**src/rtl/tx_pkt_sched_pkg.sv**
```systemverilog
// Shared types for the TX packet scheduler.
// State and error encodings plus datapath widths.
package tx_sched_pkg;

  localparam int DW   = 8;
  localparam int LENW = 8;

  typedef enum logic [2:0] {
    S_IDLE,
    S_LEN_RD,
    S_LEN_WAIT,
    S_BYTE_RD,
    S_BYTE_WAIT,
    S_SEND,
    S_DONE
  } state_t;

  typedef enum logic [1:0] {
    ERR_NONE      = 2'd0,
    ERR_NOT_READY = 2'd1,
    ERR_BAD_LEN   = 2'd2,
    ERR_TIMEOUT   = 2'd3
  } err_code_t;

endpackage

```
**src/rtl/tx_pkt_sched_if.sv**
```systemverilog
// Valid/ready byte stream toward the modem/DAC path.
// Master drives data/valid/last, slave drives ready.
interface tx_pkt_sched_if;

  logic [tx_sched_pkg::DW-1:0] m_data;
  logic                        m_valid;
  logic                        m_ready;
  logic                        m_last;

  modport master (
    output m_data,
    output m_valid,
    output m_last,
    input  m_ready
  );

  modport slave (
    input  m_data,
    input  m_valid,
    input  m_last,
    output m_ready
  );

endinterface

```
**src/rtl/tx_pkt_sched.sv**
```systemverilog
// TX FIFO read arbiter and packet sequencer.
// Streams one stored packet per start; host reads pass only in IDLE.
module tx_pkt_sched
  import tx_sched_pkg::*;
#(
  parameter int MAX_LEN     = 64,
  parameter int TIMEOUT_CYC = 255
) (
  input  logic            clk,
  input  logic            reset,
  input  logic            start,
  input  logic            host_rd_en,
  input  logic            host_len_rd_en,
  output logic            fifo_rd_en,
  output logic            fifo_len_rd_en,
  input  logic [DW-1:0]   fifo_data,
  input  logic [LENW-1:0] fifo_len,
  input  logic            fifo_full,
  tx_pkt_sched_if.master  m,
  output logic            busy,
  output logic            done,
  output logic            err,
  output logic [1:0]      err_code,
  output logic [LENW-1:0] byte_cnt,
  output logic            host_blocked
);

  localparam int SW = $clog2(TIMEOUT_CYC + 1);

  state_t          r_state;
  state_t          w_next;
  logic [LENW-1:0] r_len;
  logic [LENW-1:0] r_cnt;
  logic [SW-1:0]   r_stall;
  logic [DW-1:0]   r_data;
  logic            r_valid;
  logic            r_err;
  err_code_t       r_code;
  logic            r_hblk;

  logic            w_host;
  logic            w_in_send;
  logic            w_hs;
  logic            w_tmo;
  logic            w_len_bad;
  logic            w_cnt_last;
  logic [LENW-1:0] w_cnt_inc;

  assign w_host     = host_rd_en | host_len_rd_en;
  assign w_in_send  = (r_state == S_SEND);
  assign w_hs       = w_in_send & m.m_ready;
  assign w_tmo      = w_in_send & ~m.m_ready &
                      (r_stall == SW'(TIMEOUT_CYC - 1));
  assign w_len_bad  = (fifo_len == '0) |
                      (fifo_len > LENW'(MAX_LEN));
  assign w_cnt_inc  = r_cnt + LENW'(1);
  assign w_cnt_last = (w_cnt_inc == r_len);

  always_ff @(posedge clk) begin
    if (reset) r_state <= S_IDLE;
    else       r_state <= w_next;
  end

  always_comb begin
    w_next         = r_state;
    fifo_rd_en     = 1'b0;
    fifo_len_rd_en = 1'b0;
    unique case (r_state)
      S_IDLE: begin
        fifo_rd_en     = host_rd_en & ~start;
        fifo_len_rd_en = host_len_rd_en & ~start;
        if (start & fifo_full) w_next = S_LEN_RD;
      end
      S_LEN_RD: begin
        fifo_len_rd_en = 1'b1;
        w_next         = S_LEN_WAIT;
      end
      S_LEN_WAIT: begin
        w_next = w_len_bad ? S_IDLE : S_BYTE_RD;
      end
      S_BYTE_RD: begin
        fifo_rd_en = 1'b1;
        w_next     = S_BYTE_WAIT;
      end
      S_BYTE_WAIT: begin
        w_next = S_SEND;
      end
      S_SEND: begin
        if (w_hs)       w_next = w_cnt_last ? S_DONE : S_BYTE_RD;
        else if (w_tmo) w_next = S_IDLE;
      end
      S_DONE: begin
        w_next = S_IDLE;
      end
      default: begin
        w_next = S_IDLE;
      end
    endcase
    // Keep the FIFO quiet while reset is held.
    if (reset) begin
      fifo_rd_en     = 1'b0;
      fifo_len_rd_en = 1'b0;
    end
  end

  always_ff @(posedge clk) begin
    if (reset) begin
      r_len   <= '0;
      r_cnt   <= '0;
      r_stall <= '0;
      r_data  <= '0;
      r_valid <= 1'b0;
      r_err   <= 1'b0;
      r_code  <= ERR_NONE;
      r_hblk  <= 1'b0;
    end else begin
      // A strobe coinciding with start in IDLE is dropped too.
      r_hblk <= w_host & ((r_state != S_IDLE) | start);
      unique case (r_state)
        S_IDLE: begin
          if (start & fifo_full) begin
            r_err   <= 1'b0;
            r_code  <= ERR_NONE;
            r_cnt   <= '0;
            r_stall <= '0;
          end else if (start) begin
            r_err  <= 1'b1;
            r_code <= ERR_NOT_READY;
          end
        end
        S_LEN_WAIT: begin
          r_len <= fifo_len;
          if (w_len_bad) begin
            r_err  <= 1'b1;
            r_code <= ERR_BAD_LEN;
          end
        end
        S_BYTE_WAIT: begin
          r_data  <= fifo_data;
          r_valid <= 1'b1;
        end
        S_SEND: begin
          if (w_hs) begin
            r_valid <= 1'b0;
            r_cnt   <= w_cnt_inc;
            r_stall <= '0;
          end else if (w_tmo) begin
            r_valid <= 1'b0;
            r_err   <= 1'b1;
            r_code  <= ERR_TIMEOUT;
            r_stall <= '0;
          end else begin
            r_stall <= r_stall + SW'(1);
          end
        end
        default: begin
        end
      endcase
    end
  end

  assign m.m_data     = r_data;
  assign m.m_valid    = r_valid;
  assign m.m_last     = w_in_send & (r_cnt == r_len - LENW'(1));
  assign busy         = (r_state != S_IDLE);
  assign done         = (r_state == S_DONE);
  assign err          = r_err;
  assign err_code     = r_code;
  assign byte_cnt     = r_cnt;
  assign host_blocked = r_hblk;

endmodule

```
**src/flat_wrapper.sv**
```systemverilog
// flat-port wrapper written by rule: the top's interface ports become plain ports
module tx_pkt_sched_flat import tx_sched_pkg::*;
#(
  parameter int MAX_LEN     = 64,
  parameter int TIMEOUT_CYC = 255
)
  (clk, reset, start, host_rd_en, host_len_rd_en, fifo_rd_en, fifo_len_rd_en, fifo_data, fifo_len, fifo_full, busy, done, err, err_code, byte_cnt, host_blocked, m_m_data, m_m_valid, m_m_last, m_m_ready);
  tx_pkt_sched_if m_i ();
  input  logic clk;
  input  logic reset;
  input  logic start;
  input  logic host_rd_en;
  input  logic host_len_rd_en;
  output logic fifo_rd_en;
  output logic fifo_len_rd_en;
  input  logic [DW-1:0] fifo_data;
  input  logic [LENW-1:0] fifo_len;
  input  logic fifo_full;
  output logic busy;
  output logic done;
  output logic err;
  output logic [1:0] err_code;
  output logic [LENW-1:0] byte_cnt;
  output logic host_blocked;
  output wire logic [$bits(m_i.m_data)-1:0] m_m_data;
  output wire logic [$bits(m_i.m_valid)-1:0] m_m_valid;
  output wire logic [$bits(m_i.m_last)-1:0] m_m_last;
  input wire logic [$bits(m_i.m_ready)-1:0] m_m_ready;
  assign m_m_data = m_i.m_data;
  assign m_m_valid = m_i.m_valid;
  assign m_m_last = m_i.m_last;
  assign m_i.m_ready = m_m_ready;
  tx_pkt_sched #(.MAX_LEN(MAX_LEN), .TIMEOUT_CYC(TIMEOUT_CYC)) u_core (.clk(clk), .reset(reset), .start(start), .host_rd_en(host_rd_en), .host_len_rd_en(host_len_rd_en), .fifo_rd_en(fifo_rd_en), .fifo_len_rd_en(fifo_len_rd_en), .fifo_data(fifo_data), .fifo_len(fifo_len), .fifo_full(fifo_full), .m(m_i), .busy(busy), .done(done), .err(err), .err_code(err_code), .byte_cnt(byte_cnt), .host_blocked(host_blocked));
endmodule
```
**config.mk**
```make
export PLATFORM = sky130hd
export DESIGN_NAME = tx_pkt_sched_flat
export DESIGN_NICKNAME = d
export VERILOG_FILES = /design/src/rtl/tx_pkt_sched_pkg.sv /design/src/rtl/tx_pkt_sched_if.sv /design/src/rtl/tx_pkt_sched.sv /design/src/flat_wrapper.sv
export SDC_FILE = /design/constraint.sdc
export NUM_CORES = 1
export LEC_CHECK = 0
export CAP_MARGIN = 20
export CORE_ASPECT_RATIO = 0.5
export CORE_UTILIZATION = 44
export CTS_BUF_LIST = sky130_fd_sc_hd__clkbuf_16
export DETAILED_ROUTE_END_ITERATION = 7
export PLACE_DENSITY_LB_ADDON = 0.12
export SETUP_SLACK_MARGIN = 0.5
export SLEW_MARGIN = 20
export SYNTH_ARGS = -nofsm -noshare
export SYNTH_HDL_FRONTEND = slang
export SYNTH_SLANG_ARGS = --single-unit
```
**constraint.sdc**
```tcl
create_clock -name clk -period 3.15 [get_ports clk]
set_clock_uncertainty 0.15 [all_clocks]
set_input_delay 0.945 -clock clk [delete_from_list [all_inputs] [get_ports clk]]
set_output_delay 0.945 -clock clk [all_outputs]
set_load 0.01 [all_outputs]
```
**Word level (Yosys, flattened, before mapping)**

Index checks and enable logic that the tools add are counted.

- Reductions and logical operators: 11
- Mux-type cells: 31
- Eq/ne operators: 16
- Add/subtract/negate cells: 3
- Order comparisons: 1
- Bitwise operators: 13

Operator list:

| operator | count |
|---|---|
| two-way mux 8 bit | 4 |
| one-hot mux 8 bit (2 select lines) | 2 |
| one-hot mux 3 bit (6 select lines) | 1 |
| adder 8 x 1 -> 8 bit (second input constant) | 2 |
| equality test 8 bit | 2 |
| two-way mux 2 bit | 6 |
| two-way mux 3 bit | 4 |
| equality test 3 bit (second input constant) | 3 |
| two-way mux 1 bit | 9 |
| AND 1 bit | 8 |
| equality test 8 bit (second input constant) | 1 |
| > comparator 8 x 7 -> 1 bit (second input constant) | 1 |
| logical NOT 8 bit | 1 |
| subtractor 8 x 1 -> 8 bit (second input constant) | 1 |
| equality test 3 x 2 -> 1 bit (second input constant) | 2 |
| != test 2 bit (second input constant) | 3 |
| one-hot mux 1 bit (2 select lines) | 3 |
| one-hot mux 2 bit (3 select lines) | 1 |
| AND reduction 2 bit | 3 |
| nonzero test 3 bit | 2 |
| AND reduction 5 bit | 1 |
| != test 2 x 1 -> 1 bit (second input constant) | 2 |
| nonzero test 2 bit | 2 |
| equality test 3 x 1 -> 1 bit (second input constant) | 1 |
| 7 further kinds | 10 |

- Output and inout port bits: 26
- Register bits: 40
- Logic and storage cells: 84

**Longest topological paths before layout**

Gate-level depths: netlist of run 1.

- Depth after elaboration: 6
- Mapped depth: 7
- Gate-level depth less buffers: 7

**Worst setup path before layout of run 1**

Ideal clock, no wire load.

- Path type: register -> output
- Start: register u_core.r_cnt[4], in the netlist u_core.byte_cnt[4]
- End: output m_m_last
- Cell stages (with the launch flop): 6
- Setup slack: 0.452 ns
- Buffers on the path: 1
- Data required time: 2.055 ns
- Arrival time: 1.603 ns
- Path through: dfxtp_1 -> clkbuf_1 -> xor2_1 -> nand2_1 -> o32a_1 -> nor4_1

- Cells in the longest elaborated chain, start to end: 2

RTL lines:

| element | RTL line | RTL |
|---|---|---|
| start, declared | tx_pkt_sched.sv:33 | `logic [LENW-1:0] r_cnt;` |
| start signal, assigned | tx_pkt_sched.sv:145 | `r_cnt <= w_cnt_inc;` |
| equality test 8 bit | tx_pkt_sched.sv:164 | `assign m.m_last = w_in_send & (r_cnt == r_len - LENW'(1));` |
| AND 1 bit | tx_pkt_sched.sv:164 |  |
| end, declared | flat_wrapper.sv:27 | `output wire logic [$bits(m_i.m_last)-1:0] m_m_last;` |

No other way between the ends.

**Worst setup path in the final report of run 1**

- Start: register u_core.r_len[0]
- End: output m_m_last

- Cells in the longest elaborated chain, start to end: 3

RTL lines:

| element | RTL line | RTL |
|---|---|---|
| start, declared | tx_pkt_sched.sv:32 | `logic [LENW-1:0] r_len;` |
| start signal, assigned | tx_pkt_sched.sv:132 | `r_len <= fifo_len;` |
| subtractor 8 x 1 -> 8 bit | tx_pkt_sched.sv:164 |  |
| equality test 8 bit | tx_pkt_sched.sv:164 |  |
| AND 1 bit | tx_pkt_sched.sv:164 |  |

No other way between the ends.

==> run summary, run 1 <==
Outcome -> finished, final reports clean
Crit-path leading delay family -> simple AND/OR/NAND/NOR gates
F_max -> 0.3476 GHz
CTS Buf Count -> 5
Commonest non-fill, non-tap cell in the layout -> nor2_1
1st-iter DRT viols -> 88
Crit-path cells -> inv_2, ha_4, nand2b_4, nor4_4, xor2_1, nand4_1, nor4_2, buf_2
Async S/R FF share, synth -> 0
Sequential fraction of the synthesis area -> 0.3518
Leading cell types in the layout, fill and taps excluded -> nor2_1 (39), clkdlybuf4s50_1 (36), dfxtp_1 (35)
DR top layer -> met4
Min Hold Slack -> 0.3054 ns
Type of origin of the critical path -> flip-flop
Post-Route WL -> 6.074 mm
CP max stage cell -> dfxtp_2
CTS tree -> built
Placed Cells -> 408
Met1 WL -> 2.819 mm
CTS H-tree depth -> 2
Num rows -> 18
Root buf cell -> clkbuf_16
# DRC -> 0
Total clock sinks -> 40
Worst hold path type -> reg2reg
Die X -> 103.7 um
Register clock-pin slew on the reported worst setup and hold paths -> 0.06 ns
Met2 wire length -> 2.856 mm
Diode count -> 0
GRT Total Usage -> 0.2328
Die area -> 0.005482 sq mm
Grt ovf -> 0
Unrepaired setup endpoints after global routing -> yes
Synth Cell Area -> 0.002276 sq mm
Critical path buffers and inverters -> 2
Die Y -> 52.86 um
Peak fanout along the critical path -> 2
Most common flop cell mapped by yosys -> dfxtp_1
Drt wl/cell -> 14.43 um
Non-filler cells, final -> 421
Dpl hpwl -> 4.274 mm
Syn avg cell area -> 7.848 sq um
Post-Syn Instances -> 290
Placed Area -> 0.002875 sq mm
Nets -> 377
Port Buffers -> 48
Fraction of layout cells with a size suffix above 1 -> 0.2023
Max Cap Violations -> 0
Largest net degree at the start of global routing -> 27
Final Hold Fails -> 0
Ys Warns -> 0
Syn nets -> 317
Pwr Density -> 393.1 mW/mm^2
Worst path arrival time -> 1.78 ns
Max transition margin -> 0.5651
Final cycle utilization of the critical path -> 0.9132
Post-synth EDFFs -> 0
Worst setup EP type -> output port
1st-pass router iterations -> 4
LEAKAGE -> 0.001154 uW
CORE AREA -> 0.004955 sq mm
Synth unique cells -> 54
Worst skew pair latency -> 0.28 ns
Critical path class -> reg2out
Finished Core Util -> 0.6475
WP data required -> 2.05 ns
Crit-path max cell delay -> 0.32 ns
Global-route wire length before repair -> 9.936 mm
Hold Buf Count CTS -> 0
Maximum clock path buffer count -> 2
Via/cell ratio -> 5.489
Routed via count -> 2311
IO Pins -> 49
Final-report max-slew violation count -> 0
Vias in the first global route -> 2099
Synthesized flop and latch total -> 40
Final min period -> 2.877 ns
Synth-to-Final Area Change -> 40.96%
Max rail drop VDD -> 0.2777 mV
Setup violations, final -> 0
Final ANT Viol Nets -> 0
Routed wl met3 -> 338 um
Worst Tran Pin Value -> 0.6503 ns
Gp weighted congestion -> 0.8094
Finished Cell Area -> 0.003208 sq mm
Initial core utilization -> 0.4593
Initial antenna violation count -> 0
## flip-flops by register name, summed over array words and instances (netlist names)
register / flops
u_core.err: 1
u_core.byte_cnt: 8
u_core.err_code: 2
u_core.host_blocked: 1
u_core.r_state: 3
u_core.r_len: 8
u_core.m.m_data: 8
u_core.r_stall: 8
u_core.m.m_valid: 1
## repair_timing
action	4_1_cts	5_1_grt
setup buffers	4	1
endpoints found under the setup margin	8	9
gates resized for setup	63	15
cloned	0	0
pin swaps	15	11
## synthesized netlist by cell type (2+ instances only)
cell type | instances | area share
buf_2 | 4 | 0.0088
nand3_1 | 7 | 0.015
nand4_1 | 2 | 0.0055
a21oi_1 | 28 | 0.062
nand2_1 | 32 | 0.053
nand4b_1 | 2 | 0.0077
o21a_1 | 2 | 0.0066
clkbuf_1 | 9 | 0.015
mux2i_1 | 6 | 0.026
inv_1 | 9 | 0.015
a31oi_1 | 6 | 0.016
nand3_2 | 2 | 0.0088
a211oi_1 | 5 | 0.016
xor2_1 | 9 | 0.035
nor2_1 | 39 | 0.064
xnor2_1 | 6 | 0.023
ha_1 | 4 | 0.022
and3_1 | 3 | 0.0082
a311oi_1 | 3 | 0.012
dfxtp_1 | 40 | 0.35
clkbuf_8 | 3 | 0.018
or3_1 | 3 | 0.0082
nor4_1 | 7 | 0.019
o21ai_0 | 18 | 0.040
nand3b_1 | 3 | 0.0099
or4_4 | 2 | 0.0099
nor3_1 | 9 | 0.020
## path summary, 6_finish.rpt
check	start	endpoint	slack (ns)	depth (start not counted)
hold reg to reg	u_core.m.m_data[7]	u_core.m.m_data[7]	0.31	2
setup reg to reg	u_core.byte_cnt[0]	u_core.r_state[0]	0.84	6
hold / removal	u_core.m.m_data[7]	u_core.m.m_data[7]	0.31	2
setup / recovery	u_core.r_len[0]	m_m_last	0.27	8
## area by class of cell
| class | instances | area [sq um] |
|---|---|---|
| Fill cell | 452 | 1747 |
| Inverter | 9 | 36.28 |
| Clock buffer | 5 | 125.1 |
| Tap cell | 70 | 87.58 |
| Multi-Input combinational cell | 225 | 1500 |
| Clock inverter | 3 | 37.54 |
| Timing Repair Buffer | 69 | 614.3 |
| Sequential cell | 40 | 807.0 |
## cells by family (layout without fill, tap and decap cells)
| family | after synthesis | after routing | synth area share |
|---|---|---|---|
| muxes | 6 | 6 | 0.02639 |
| buffers and inverters | 25 | 86 | 0.05662 |
| AOI/OAI and AO/OA | 76 | 76 | 0.2067 |
| xor gates and xnor gates | 15 | 15 | 0.05773 |
| and+or+nand+nor | 124 | 124 | 0.2787 |
| DFF | 40 | 40 | 0.3518 |
| adders and majority gates | 4 | 4 | 0.02199 |
## tightest hold or removal path: cells and delay by family (launching register included)
kind / cells / cell delay, ns
flip-flops: 1 / 0.30
AND/OR/NAND/NOR: 1 / 0.05
AO/OA/AOI/OAI: 1 / 0.05
## metal layers
metal	global-route usage	vias to the layer above
li1	-	1163
met1	0.2973	1062
met2	0.3993	77
met3	0.05542	9
met4	0.07143	0
met5	0	-
## per-stage QoR
step / TNS [ns] / total power (uW) / setup WS [ns]
floorplan: 0 / 606.5 / 0.5229
global placement: -0.4379 / 667.3 / -0.2313
detailed placement: -0.5173 / 669.8 / -0.3083
CTS: 0 / 1257 / 0.2765
global route: 0 / 1308 / 0.2059
finish: 0 / 1261 / 0.2733
## power breakdown
part	internal, uW	switching [uW]	total, uW
clock network	368	210	579
logic	80.6	76.9	158
registers	515	9.51	525
Note: power is estimated with default switching activity, not from simulation.
==> run 2, diff against run 1 <==
--- a/config.mk
+++ b/config.mk
@@ -10,7 +10,7 @@
 export CORE_UTILIZATION = 44
 export CTS_BUF_LIST = sky130_fd_sc_hd__clkbuf_16
 export DETAILED_ROUTE_END_ITERATION = 7
-export PLACE_DENSITY_LB_ADDON = 0.12
+export PLACE_DENSITY = 0.74
 export SETUP_SLACK_MARGIN = 0.5
 export SLEW_MARGIN = 20
 export SYNTH_ARGS = -nofsm -noshare
==> run summary, run 2 (synthesized netlist as in run 1, its figures left out) <==
Worst setup EP type -> output port
# DRC -> 0
Gp weighted congestion -> 0.8738
Initial antenna violation count -> 0
Pre-CTS setup slack -> -0.2683 ns
Global-route wire length before repair -> 9.625 mm
Setup violations, final -> 0
Placed Area -> 0.002860 sq mm
Maximum clock path buffer count -> 2
CTS H-tree depth -> 2
Outcome -> finished, final reports clean
CORE AREA -> 0.004955 sq mm
Placed Cells -> 406
Type of origin of the critical path -> flip-flop
Num rows -> 18
Drt wl/cell -> 14.52 um
Max transition margin -> 0.5885
Grt ovf -> 0
Root buf cell -> clkbuf_16
Worst skew pair latency -> 0.28 ns
Die area -> 0.005482 sq mm
Total clock sinks -> 40
LEAKAGE -> 0.001145 uW
Final cycle utilization of the critical path -> 0.9069
Max Cap Violations -> 0
Max rail drop VDD -> 0.3399 mV
FILL cells -> 434
1st-iter DRT viols -> 80
Synth-to-Final Area Change -> 38.32%
Fraction of layout cells with a size suffix above 1 -> 0.1925
Register clock-pin slew on the reported worst setup and hold paths -> 0.06 ns
Post-route worst setup slack -> 0.2934 ns
Hold Buf Count CTS -> 0
Non-filler cells, final -> 418
Commonest non-fill, non-tap cell in the layout -> nor2_1
CTS tree -> built
Port Buffers -> 48
Setup TNS -> 0 ns
Diode count -> 0
Final-report max-slew violation count -> 0
Routed via count -> 2357
Leading cell types in the layout, fill and taps excluded -> nor2_1 (39), dfxtp_1 (36), clkdlybuf4s50_1 (35)
Largest net degree at the start of global routing -> 42
Dpl hpwl -> 4.195 mm
1st-pass router iterations -> 4
Critical path class -> reg2out
GRT Total Usage -> 0.2240
Initial core utilization -> 0.4593
Vias in the first global route -> 2159
Die X -> 103.7 um
Final min period -> 2.857 ns
Final Hold Fails -> 0
Post-Route WL -> 6.068 mm
Worst hold path type -> reg2reg
Total power -> 1259 uW
Worst Tran Pin Value -> 0.6163 ns
Nets -> 374
WP data required -> 2.05 ns
Finished Cell Area -> 0.003148 sq mm
Worst path arrival time -> 1.76 ns
Unrepaired setup endpoints after global routing -> yes
F_max -> 0.3501 GHz
CTS Buf Count -> 5
IO Pins -> 49
Die Y -> 52.86 um
Peak fanout along the critical path -> 3
Final ANT Viol Nets -> 0
Pwr Density -> 399.9 mW/mm^2
Via/cell ratio -> 5.639
-- run 2: area by class of cell --
cell class	count	area, sq um	area share
multi-input combinational	225	1463	0.4646
clock inverter	3	42.54	0.01351
tap	70	87.58	0.02782
inverter	9	36.28	0.01153
timing repair buffer	66	588.1	0.1868
clock buffer	5	125.1	0.03975
sequential	40	805.8	0.2560
-- run 2: where the power goes --
group | switching, uW | internal, uW | total, uW
Clock | 214 | 372 | 587
Combinational | 75.5 | 74.2 | 150
Sequential | 7.58 | 515 | 523
Total | 297 | 962 | 1260
-- run 2: final timing paths --
kind | startpoint | to | slack (ns) | depth (start not counted)
worst max register to register | u_core.byte_cnt[0] | u_core.r_state[0] | 0.94 | 6
worst min-delay path | u_core.m.m_data[0] | u_core.m.m_data[0] | 0.31 | 2
worst min register to register | u_core.m.m_data[0] | u_core.m.m_data[0] | 0.31 | 2
worst max-delay path | u_core.r_len[1] | m_m_last | 0.29 | 9
-- run 2: routing by layer --
| metal | GRT usage | wire (um) | vias up |
|---|---|---|---|
| met5 | 0 | 0 | - |
| met4 | 0.08333 | 93 | 0 |
| met3 | 0.05419 | 248 | 13 |
| met2 | 0.4049 | 2951 | 58 |
| met1 | 0.2666 | 2775 | 1129 |
| li1 | - | - | 1157 |
-- run 2: metrics by stage --
step | util | hold slack [ns]
3_3_place_gp | 0.5773 | 0.2929
2_1_floorplan | - | 0.2952
4_1_cts | 0.6316 | 0.3066
3_5_place_dp | 0.5773 | 0.2980
5_1_grt | 0.6354 | 0.3286
6_report | 0.6354 | 0.3057
-- run 2: critical path, stage by stage (launching register included) --
cell and delay (ns):
dfxtp_2 0.34, inv_2 0.05, ha_4 0.16, buf_6 0.11
xnor2_1 0.11, nand2_1 0.06, o21ai_1 0.06, o32a_1 0.18
nor4_2 0.23, buf_2 0.18
-- run 2: timing repair --
action | 4_1_cts | 5_1_grt
endpoints found under the setup margin | 7 | 8
pin swaps | 13 | 3
setup buffers | 4 | 0
gates resized for setup | 60 | 6
gates cloned | 0 | 0
==> run 3, diff against run 2 <==
--- a/config.mk
+++ b/config.mk
@@ -7,10 +7,10 @@
 export LEC_CHECK = 0
 export CAP_MARGIN = 20
 export CORE_ASPECT_RATIO = 0.5
-export CORE_UTILIZATION = 44
+export CORE_UTILIZATION = 40
 export CTS_BUF_LIST = sky130_fd_sc_hd__clkbuf_16
 export DETAILED_ROUTE_END_ITERATION = 7
-export PLACE_DENSITY = 0.74
+export PLACE_DENSITY = 0.68
 export SETUP_SLACK_MARGIN = 0.5
 export SLEW_MARGIN = 20
 export SYNTH_ARGS = -nofsm -noshare
==> constraint.sdc (replaced) <==
create_clock -name clk -period 3.15 [get_ports clk]
set_clock_uncertainty 0.15 [all_clocks]
set_input_delay 0.315 -clock clk [delete_from_list [all_inputs] [get_ports clk]]
set_output_delay 0.315 -clock clk [all_outputs]
set_load 0.01 [all_outputs]
==> run summary, run 3 (synthesized netlist as in run 1, its figures left out) <==
Outcome -> finished, final reports clean
Drt wl/cell -> 14.24 um
Commonest non-fill, non-tap cell in the layout -> clkdlybuf4s50_1
Global-route wire length before repair -> 9.453 mm
GRT Total Usage -> 0.1963
Unrepaired setup endpoints after global routing -> no
Final-report max-slew violation count -> 0
Register clock-pin slew on the reported worst setup and hold paths -> 0.06 ns
Fraction of layout cells with a size suffix above 1 -> 0.06907
Max Cap Violations -> 0
Post-Route WL -> 5.739 mm
Max rail drop VDD -> 0.2131 mV
Nets -> 359
Root buf cell -> clkbuf_16
Final Hold Fails -> 0
Worst Hold Path EP -> u_core.m.m_data[3]
Gp weighted congestion -> 0.8398
1st-iter DRT viols -> 86
Die area -> 0.006014 sq mm
Peak fanout along the critical path -> 4
Initial core utilization -> 0.4375
Num rows -> 18
WP data required -> 2.68 ns
Grt ovf -> 0
Routed via count -> 2272
Synth-to-Final Area Change -> 29.58%
Critical path class -> reg2out
LEAKAGE -> 0.001027 uW
Via/cell ratio -> 5.638
CTS tree -> built
Port Buffers -> 48
Reg2reg start -> u_core.byte_cnt[0]
Leading cell types in the layout, fill and taps excluded -> clkdlybuf4s50_1 (47), nor2_1 (39), dfxtp_1 (39)
1st-pass router iterations -> 4
Reg-to-reg slack, setup -> 0.93 ns
Largest net degree at the start of global routing -> 27
FILL cells -> 505
Worst path arrival time -> 1.99 ns
Hold Buf Count CTS -> 0
Final min period -> 2.457 ns
Die X -> 108.7 um
Hold_sp -> u_core.m.m_data[3]
Worst skew pair latency -> 0.28 ns
CORE AREA -> 0.005202 sq mm
Dpl hpwl -> 4.281 mm
Diode count -> 0
# DRC -> 0
IO Pins -> 49
Total clock sinks -> 40
Max transition margin -> 0.3802
Worst setup EP type -> output port
Total power -> 1224 uW
Setup TNS -> 0 ns
Die Y -> 55.34 um
Pwr Density -> 414.9 mW/mm^2
Final ANT Viol Nets -> 0
Type of origin of the critical path -> flip-flop
Initial antenna violation count -> 0
F_max -> 0.4070 GHz
Setup violations, final -> 0
Final cycle utilization of the critical path -> 0.7800
R2r endpoint -> u_core.r_state[0]
Maximum clock path buffer count -> 2
Hold Path Stages -> 2
Min Hold Slack -> 0.3080 ns
CTS Buf Count -> 5
CTS H-tree depth -> 2
Worst Tran Pin Value -> 0.9153 ns
Vias in the first global route -> 2043
Worst hold path type -> reg2reg
Reg2reg path depth -> 6
==> run 3: repair_timing <==
item / CTS / global route
endpoints found under the setup margin: 1 / 1
endpoints found under the hold margin: 0 / 0
setup buffers: 0 / 0
resized for setup: 1 / 4
==> run 3: final cells by class <==
cell class | instances | area, sq um | share of cell area
Tap cell | 70 | 87.58 | 0.02970
Timing Repair Buffer | 51 | 503.0 | 0.1706
Clock inverter | 3 | 38.79 | 0.01315
Inverter | 9 | 33.78 | 0.01146
Multi-Input combinational cell | 225 | 1359 | 0.4608
Clock buffer | 5 | 125.1 | 0.04243
Sequential cell | 40 | 802.0 | 0.2720
==> run 3: metal layers <==
layer,part of all wire,GRT usage
met3,0.039,0.03778
met4,0.0030,0.05019
met1,0.48,0.2600
met5,0,0
met2,0.48,0.3264
==> run 3: worst max-delay path, cell delays in order (launching register included) <==
cell and delay (ns):
dfxtp_1 0.33, inv_1 0.08, ha_1 0.21, nand2b_1 0.10, nor4_2 0.18, xor2_1 0.16
nand4_1 0.12, nor4_2 0.25, clkdlybuf4s15_1 0.28
==> run 3: through the flow <==
stage	cells	worst slack, ns	utilization	cell area [sq um]
finish	403	0.6929	0.5669	2949
global route	403	0.5069	0.5669	2949
CTS	403	0.5704	0.5640	2934
detailed placement	395	0.5958	0.5327	2771
global placement	395	0.6357	0.5327	2771
floorplan	290	1.082	-	2276
==> run 3: worst max-delay path by stage <==
| stage | startpoint | end | slack (ns) |
|---|---|---|---|
| detailed placement | u_core.r_len[1] | m_m_last | 0.60 |
| global route | u_core.r_len[0] | m_m_last | 0.51 |
| CTS | u_core.r_len[1] | m_m_last | 0.57 |
| floorplan | u_core.byte_cnt[4] | m_m_last | 1.08 |
| global placement | u_core.r_len[0] | m_m_last | 0.64 |
| finish | u_core.r_len[1] | m_m_last | 0.69 |
==> run 3: power by group <==
part | internal [uW] | switching [uW] | leakage (uW)
Clock | 369 | 198 | 0.0000850
Combinational | 67.5 | 63.2 | 0.000618
Sequential | 515 | 10.6 | 0.000324
Total | 952 | 272 | 0.00103
